`config.mk`:
```
export PLATFORM = sky130hd
export DESIGN_NAME = cjb_param_hw_stack_v_flat
export DESIGN_NICKNAME = d
export VERILOG_FILES = /design/src/rtl/cjb_param_hw_stack_v_if.sv /design/src/rtl/cjb_param_hw_stack_v.sv /design/src/flat_wrapper.sv
export SDC_FILE = /design/constraint.sdc
export NUM_CORES = 1
export LEC_CHECK = 0
export CORE_UTILIZATION = 50
export CTS_BUF_LIST = sky130_fd_sc_hd__clkbuf_8 sky130_fd_sc_hd__clkbuf_16
export DETAILED_ROUTE_END_ITERATION = 8
export PLACE_DENSITY_LB_ADDON = 0.12
export SETUP_SLACK_MARGIN = 0.4
export SYNTH_ARGS = -nofsm -noshare
export SYNTH_HDL_FRONTEND = slang
export SYNTH_SLANG_ARGS = --single-unit
export TNS_END_PERCENT = 100
```
`constraint.sdc`:
```
create_clock -name clk -period 3 [get_ports clk]
set_input_delay 0.6 -clock clk [delete_from_list [all_inputs] [get_ports clk]]
set_output_delay 0.6 -clock clk [all_outputs]
set_load 0.01 [all_outputs]
```
`src/rtl/cjb_param_hw_stack_v_if.sv`:
```
// Bundles the stack's command inputs and status outputs between a driver and the stack.
// The master drives push/pop/clr_err/din; the slave (the stack) returns top-of-stack and status.
interface cjb_param_hw_stack_v_if #(
    parameter int WIDTH = 8,
    parameter int DEPTH = 4
);
    localparam int CW = $clog2(DEPTH + 1);

    logic             push;
    logic             pop;
    logic             clr_err;
    logic [WIDTH-1:0] din;
    logic [WIDTH-1:0] dout;
    logic [CW-1:0]    count;
    logic             empty;
    logic             full;
    logic             ovf_err;
    logic             unf_err;

    modport master (
        output push, pop, clr_err, din,
        input  dout, count, empty, full, ovf_err, unf_err
    );

    modport slave (
        input  push, pop, clr_err, din,
        output dout, count, empty, full, ovf_err, unf_err
    );
endinterface

```
`src/rtl/cjb_param_hw_stack_v.sv`:
```
// Parametrised LIFO stack with full/empty/count status and sticky overflow/underflow flags.
// Latency: a push is visible on dout the cycle after its edge; dout is a combinational read.
// Backpressure: none; push on full is dropped (CIRC=0) or evicts the oldest entry (CIRC=1).
module cjb_param_hw_stack_v #(
    parameter int WIDTH = 8,
    parameter int DEPTH = 4,
    parameter bit CIRC  = 1'b0
) (
    input  logic                   clk,
    input  logic                   rst_n,
    cjb_param_hw_stack_v_if.slave  bus
);
    localparam int CW = $clog2(DEPTH + 1);
    localparam int PW = (DEPTH > 1) ? $clog2(DEPTH) : 1;
    localparam int SW = CW + 1;

    logic [WIDTH-1:0] mem [DEPTH];
    logic [PW-1:0]    base;
    logic [CW-1:0]    cnt;
    logic             ovf;
    logic             unf;

    logic [SW-1:0]    wr_sum;
    logic [SW-1:0]    top_sum;
    logic [PW-1:0]    wr_idx;
    logic [PW-1:0]    top_idx;
    logic [PW-1:0]    base_inc;
    logic             is_empty;
    logic             is_full;
    logic             do_push;
    logic             do_repl;
    logic             do_pop;

    // Sum of a pointer and an offset is always below 2*DEPTH, so one conditional subtract wraps it.
    function automatic logic [PW-1:0] wrap(input logic [SW-1:0] v);
        if (v >= SW'(DEPTH))
            return PW'(v - SW'(DEPTH));
        return PW'(v);
    endfunction

    always_comb begin
        is_empty = (cnt == '0);
        is_full  = (cnt == CW'(DEPTH));
        wr_sum   = SW'(base) + SW'(cnt);
        top_sum  = wr_sum - SW'(1);
        wr_idx   = wrap(wr_sum);
        top_idx  = wrap(top_sum);
        base_inc = (base == PW'(DEPTH - 1)) ? '0 : base + 1'b1;
        // Push+pop on an empty stack degenerates to a plain push.
        do_push  = bus.push && (!bus.pop || is_empty);
        do_repl  = bus.push && bus.pop && !is_empty;
        do_pop   = bus.pop && !bus.push;
    end

    always_ff @(posedge clk or negedge rst_n) begin
        if (!rst_n) begin
            for (int i = 0; i < DEPTH; i++)
                mem[i] <= '0;
            base <= '0;
            cnt  <= '0;
            ovf  <= 1'b0;
            unf  <= 1'b0;
        end else begin
            // Clear first so that an error raised on the same edge takes precedence.
            if (bus.clr_err) begin
                ovf <= 1'b0;
                unf <= 1'b0;
            end
            if (do_push) begin
                if (!is_full) begin
                    mem[wr_idx] <= bus.din;
                    cnt         <= cnt + 1'b1;
                end else begin
                    ovf <= 1'b1;
                    if (CIRC) begin
                        // Overwrite the oldest slot and advance the base; it becomes the new top.
                        mem[base] <= bus.din;
                        base      <= base_inc;
                    end
                end
            end else if (do_repl) begin
                mem[top_idx] <= bus.din;
            end else if (do_pop) begin
                if (is_empty)
                    unf <= 1'b1;
                else
                    cnt <= cnt - 1'b1;
            end
        end
    end

    assign bus.dout    = is_empty ? '0 : mem[top_idx];
    assign bus.count   = cnt;
    assign bus.empty   = is_empty;
    assign bus.full    = is_full;
    assign bus.ovf_err = ovf;
    assign bus.unf_err = unf;
endmodule

```
`src/flat_wrapper.sv`:
```
// flat-port wrapper written by rule: the top's interface ports become plain ports
module cjb_param_hw_stack_v_flat 
#(
    parameter int WIDTH = 8,
    parameter int DEPTH = 4,
    parameter bit CIRC  = 1'b0
)
  (clk, rst_n, bus_push, bus_pop, bus_clr_err, bus_din, bus_dout, bus_count, bus_empty, bus_full, bus_ovf_err, bus_unf_err);
  cjb_param_hw_stack_v_if #(.WIDTH(WIDTH), .DEPTH(DEPTH)) bus_i ();
  input  logic clk;
  input  logic rst_n;
  input wire logic [$bits(bus_i.push)-1:0] bus_push;
  input wire logic [$bits(bus_i.pop)-1:0] bus_pop;
  input wire logic [$bits(bus_i.clr_err)-1:0] bus_clr_err;
  input wire logic [$bits(bus_i.din)-1:0] bus_din;
  output wire logic [$bits(bus_i.dout)-1:0] bus_dout;
  output wire logic [$bits(bus_i.count)-1:0] bus_count;
  output wire logic [$bits(bus_i.empty)-1:0] bus_empty;
  output wire logic [$bits(bus_i.full)-1:0] bus_full;
  output wire logic [$bits(bus_i.ovf_err)-1:0] bus_ovf_err;
  output wire logic [$bits(bus_i.unf_err)-1:0] bus_unf_err;
  assign bus_i.push = bus_push;
  assign bus_i.pop = bus_pop;
  assign bus_i.clr_err = bus_clr_err;
  assign bus_i.din = bus_din;
  assign bus_dout = bus_i.dout;
  assign bus_count = bus_i.count;
  assign bus_empty = bus_i.empty;
  assign bus_full = bus_i.full;
  assign bus_ovf_err = bus_i.ovf_err;
  assign bus_unf_err = bus_i.unf_err;
  cjb_param_hw_stack_v #(.WIDTH(WIDTH), .DEPTH(DEPTH), .CIRC(CIRC)) u_core (.clk(clk), .rst_n(rst_n), .bus(bus_i));
endmodule
```
==> flow_metrics.tcl <==
set metrics [dict create \
    synth_nets 165 \
    power_density_mw_per_mm2 1160 \
    synthTopCellsByCount "dfrtp_1 (37), mux2_2 (34), nor2b_1 (10)" \
    via_per_inst 5.69 \
    antenna_found_initial 0 \
    grt_start_max_net_pins 38 \
    start_util_pct 53.7 \
    cp-end-kind "output port" \
    ys_warn_count 2 \
    r2r-end "u_core.bus.count[1]$_DFFE_PN0P_" \
    ys_seq_area_share_pct 46.1 \
    io_pins 28 \
    antenna_cells 0 \
    portBuffers 27 \
    cts.path.max_buffers 2 \
    hold_class "reg2reg" \
    layout-drive-gt1-share_pct 39.5 \
    synth_cells 145 \
    hpwl_um 2640 \
    dieHeight_um 65.4 \
    synth_most_common_cell "dfrtp_1" \
    yosysTopAreaCell "dfrtp_1" \
    leakagePower_nw 1.10 \
    r2r_start "u_core.bus.count[1]$_DFFE_PN0P_" \
    hold_viol_final 0 \
    fin_setup_tns_ns 0 \
    fp.coreArea_mm2 0.00374 \
    die_w_um 65.4 \
    clock_skew_ns 0.00256 \
    placement_rows 22 \
    syn_to_final_growth_pct 24.9 \
    synth_cell_types 30 \
    cp_max_fo 6 \
    final_cells 233 \
    min_period_over_period_pct 84.0 \
    clkLatencyLatePin_ns 0.29 \
    clock_sinks 37 \
    reg2reg_slack_ns 0.83 \
    ys_top_cells_by_area "dfrtp_1 (46%), mux2_2 (19%), mux4_2 (9.0%), ha_1 (4.4%), nor2b_1 (3.1%)" \
    ant_nets 0 \
    status "finished clean" \
    drv_cap 0 \
    slew_violations 0 \
    htreeDepth 2 \
    place_inst 216 \
    syn-cell-area_mm2 0.00201 \
    worstPathArrival_ns 1.92 \
    ir_worst_vdd_mv 0.580 \
    grt_pass1_vias 1379 \
    gr-total-overflow 0 \
    synth-seq-cells 37 \
    slew_headroom_pct 63.0 \
    critPathKind "reg2out" \
    max_freq_mhz 397 \
    grt.total_usage_pct 22.3 \
    synth_top_area_share_pct 46.1 \
    async_reset_ff_share_pct 100 \
    tritoncts "built" \
    syn_avg_cell_area_um2 13.9 \
    drc 0 \
    cp_data_required_time_ns 2.40 \
    report.final.setup_viol 0 \
    first_pass_iters 4 \
    nets 205 \
    post_drt_wl_per_cell_um 17.5 \
    min_from "u_core.mem[16]$_DFFE_PN0P_" \
    ys.flop_type "dfrtp_1" \
    r2r_cells 9 \
    die_area_mm2 0.00428 \
    grt_pass1_wl_um 6870 \
    drtIter0Drc 89 \
    ctsRootBufferMaster "clkbuf_8" \
    cts_made_buffers 5 \
    hold_end "u_core.mem[16]$_DFFE_PN0P_" \
    min_period_ns 2.52 \
    globalplace.congestion 0.733 \
    dr_total_vias 1326 \
    synth-edff-count 0 \
    postLayoutCoreUtil_pct 67.0 \
    drt_wl_total_um 4070 \
    hold_depth 1 \
    rsz0062_at_grt "yes" \
    worstMarginPinSlew_ns 0.555 \
    startpoint_type "register" \
    clkTransAtPathRegs_ns 0.07 \
]
## power by group
| group | internal (mW) | total [mW] | switching, mW | leakage [nW] |
|---|---|---|---|---|
| logic | 1.02 | 1.69 | 0.667 | 0.615 |
| registers | 0.747 | 0.892 | 0.145 | 0.441 |
| clock network | 0.157 | 0.330 | 0.173 | 0.0454 |
## cells in the final DEF, fill, tap and decap left out, types with 2 or more instances in the layout
cell type and count:
dlygate4sd2_1 3, mux2_2 34, xnor2_1 3, o211ai_1 2
clkbuf_8 5, nand2_1 4, a32o_1 2, dlymetal6s2s_1 5
a221oi_1 3, nor2b_1 10, mux4_2 8, and2_1 2
inv_1 4, dfrtp_1 37, clkdlybuf4s50_1 19, inv_2 2
o21ai_0 4, o32ai_4 2, buf_4 15, ha_1 6
## through the flow
stage	total power, mW	setup WS (ns)	hold slack (ns)	area, um2
6_report	2.91	0.481	0.499	2510
5_1_grt	3.11	0.397	0.512	2510
4_1_cts	2.86	0.327	0.503	2440
3_5_place_dp	2.50	0.404	0.486	2320
3_3_place_gp	2.43	0.442	0.469	2320
2_1_floorplan	1.93	0.444	0.304	2010
## per-layer routing
metal / wire (um) / GRT usage, % / part of all wire [%] / vias to the layer above
li1: - / - / - / 611
met1: 1860 / 29.5 / 46 / 672
met2: 2010 / 36.6 / 49 / 31
met3: 141 / 4.17 / 3.5 / 12
met4: 68 / 8.15 / 1.7 / 0
met5: 0 / 0 / 0 / -
## how the worst max path moves through the flow
stage / startpoint / end / cells past startpoint / slack [ns]
2_1_floorplan: u_core.bus.count[0]$_DFFE_PN0P_ / u_core.bus.count[1]$_DFFE_PN0P_ / 12 / 0.44
3_3_place_gp: u_core.bus.count[0]$_DFFE_PN0P_ / bus_dout[6] / 5 / 0.44
3_5_place_dp: u_core.bus.count[0]$_DFFE_PN0P_ / bus_dout[0] / 5 / 0.40
4_1_cts: u_core.bus.count[0]$_DFFE_PN0P_ / bus_dout[4] / 4 / 0.33
5_1_grt: u_core.bus.count[1]$_DFFE_PN0P_ / bus_dout[7] / 7 / 0.40
6_report: u_core.bus.count[1]$_DFFE_PN0P_ / bus_dout[6] / 6 / 0.48
## cells by family (layout without fill, tap and decap cells)
logic type,count (synthesis),in the layout,share of synthesized area [%]
AND/OR/NAND/NOR,21,21,6.35
buffers and inverters,15,55,3.92
XOR/XNOR,3,3,1.31
flip-flops,37,37,46.1
multiplexers,43,43,28.6
AO/OA/AOI/OAI,19,19,9.40
adder cells (fa/ha/maj),7,7,4.36
## timing repair
action,CTS,global route
pin swaps,1,1
buffers inserted,3,7
hold buffers,0,0
hold endpoints to repair,0,0
gates resized for setup,5,8
endpoints found under the setup margin,9,8
## critical path, cell delays in order (launching register included)
cell and delay (ns):
dfrtp_1 0.38, inv_1 0.15, ha_4 0.26, buf_4 0.15, mux4_2 0.26, nor2b_1 0.15, dlygate4sd2_1 0.28
## state kept, by name (all words and copies together) (netlist names)
signal / flops
u_core.bus.ovf_err: 1
u_core.mem: 32
u_core.bus.count: 3
u_core.bus.unf_err: 1
## final cells by class
class / instances / area [um2]
clock inverter: 2 / 12.5
sequential: 37 / 926
tap: 48 / 60.1
fill: 287 / 1230
timing repair buffer: 43 / 407
inverter: 5 / 18.8
clock buffer: 5 / 68.8
multi-input combinational: 93 / 1020
Power figures use the tool's default switching activity.
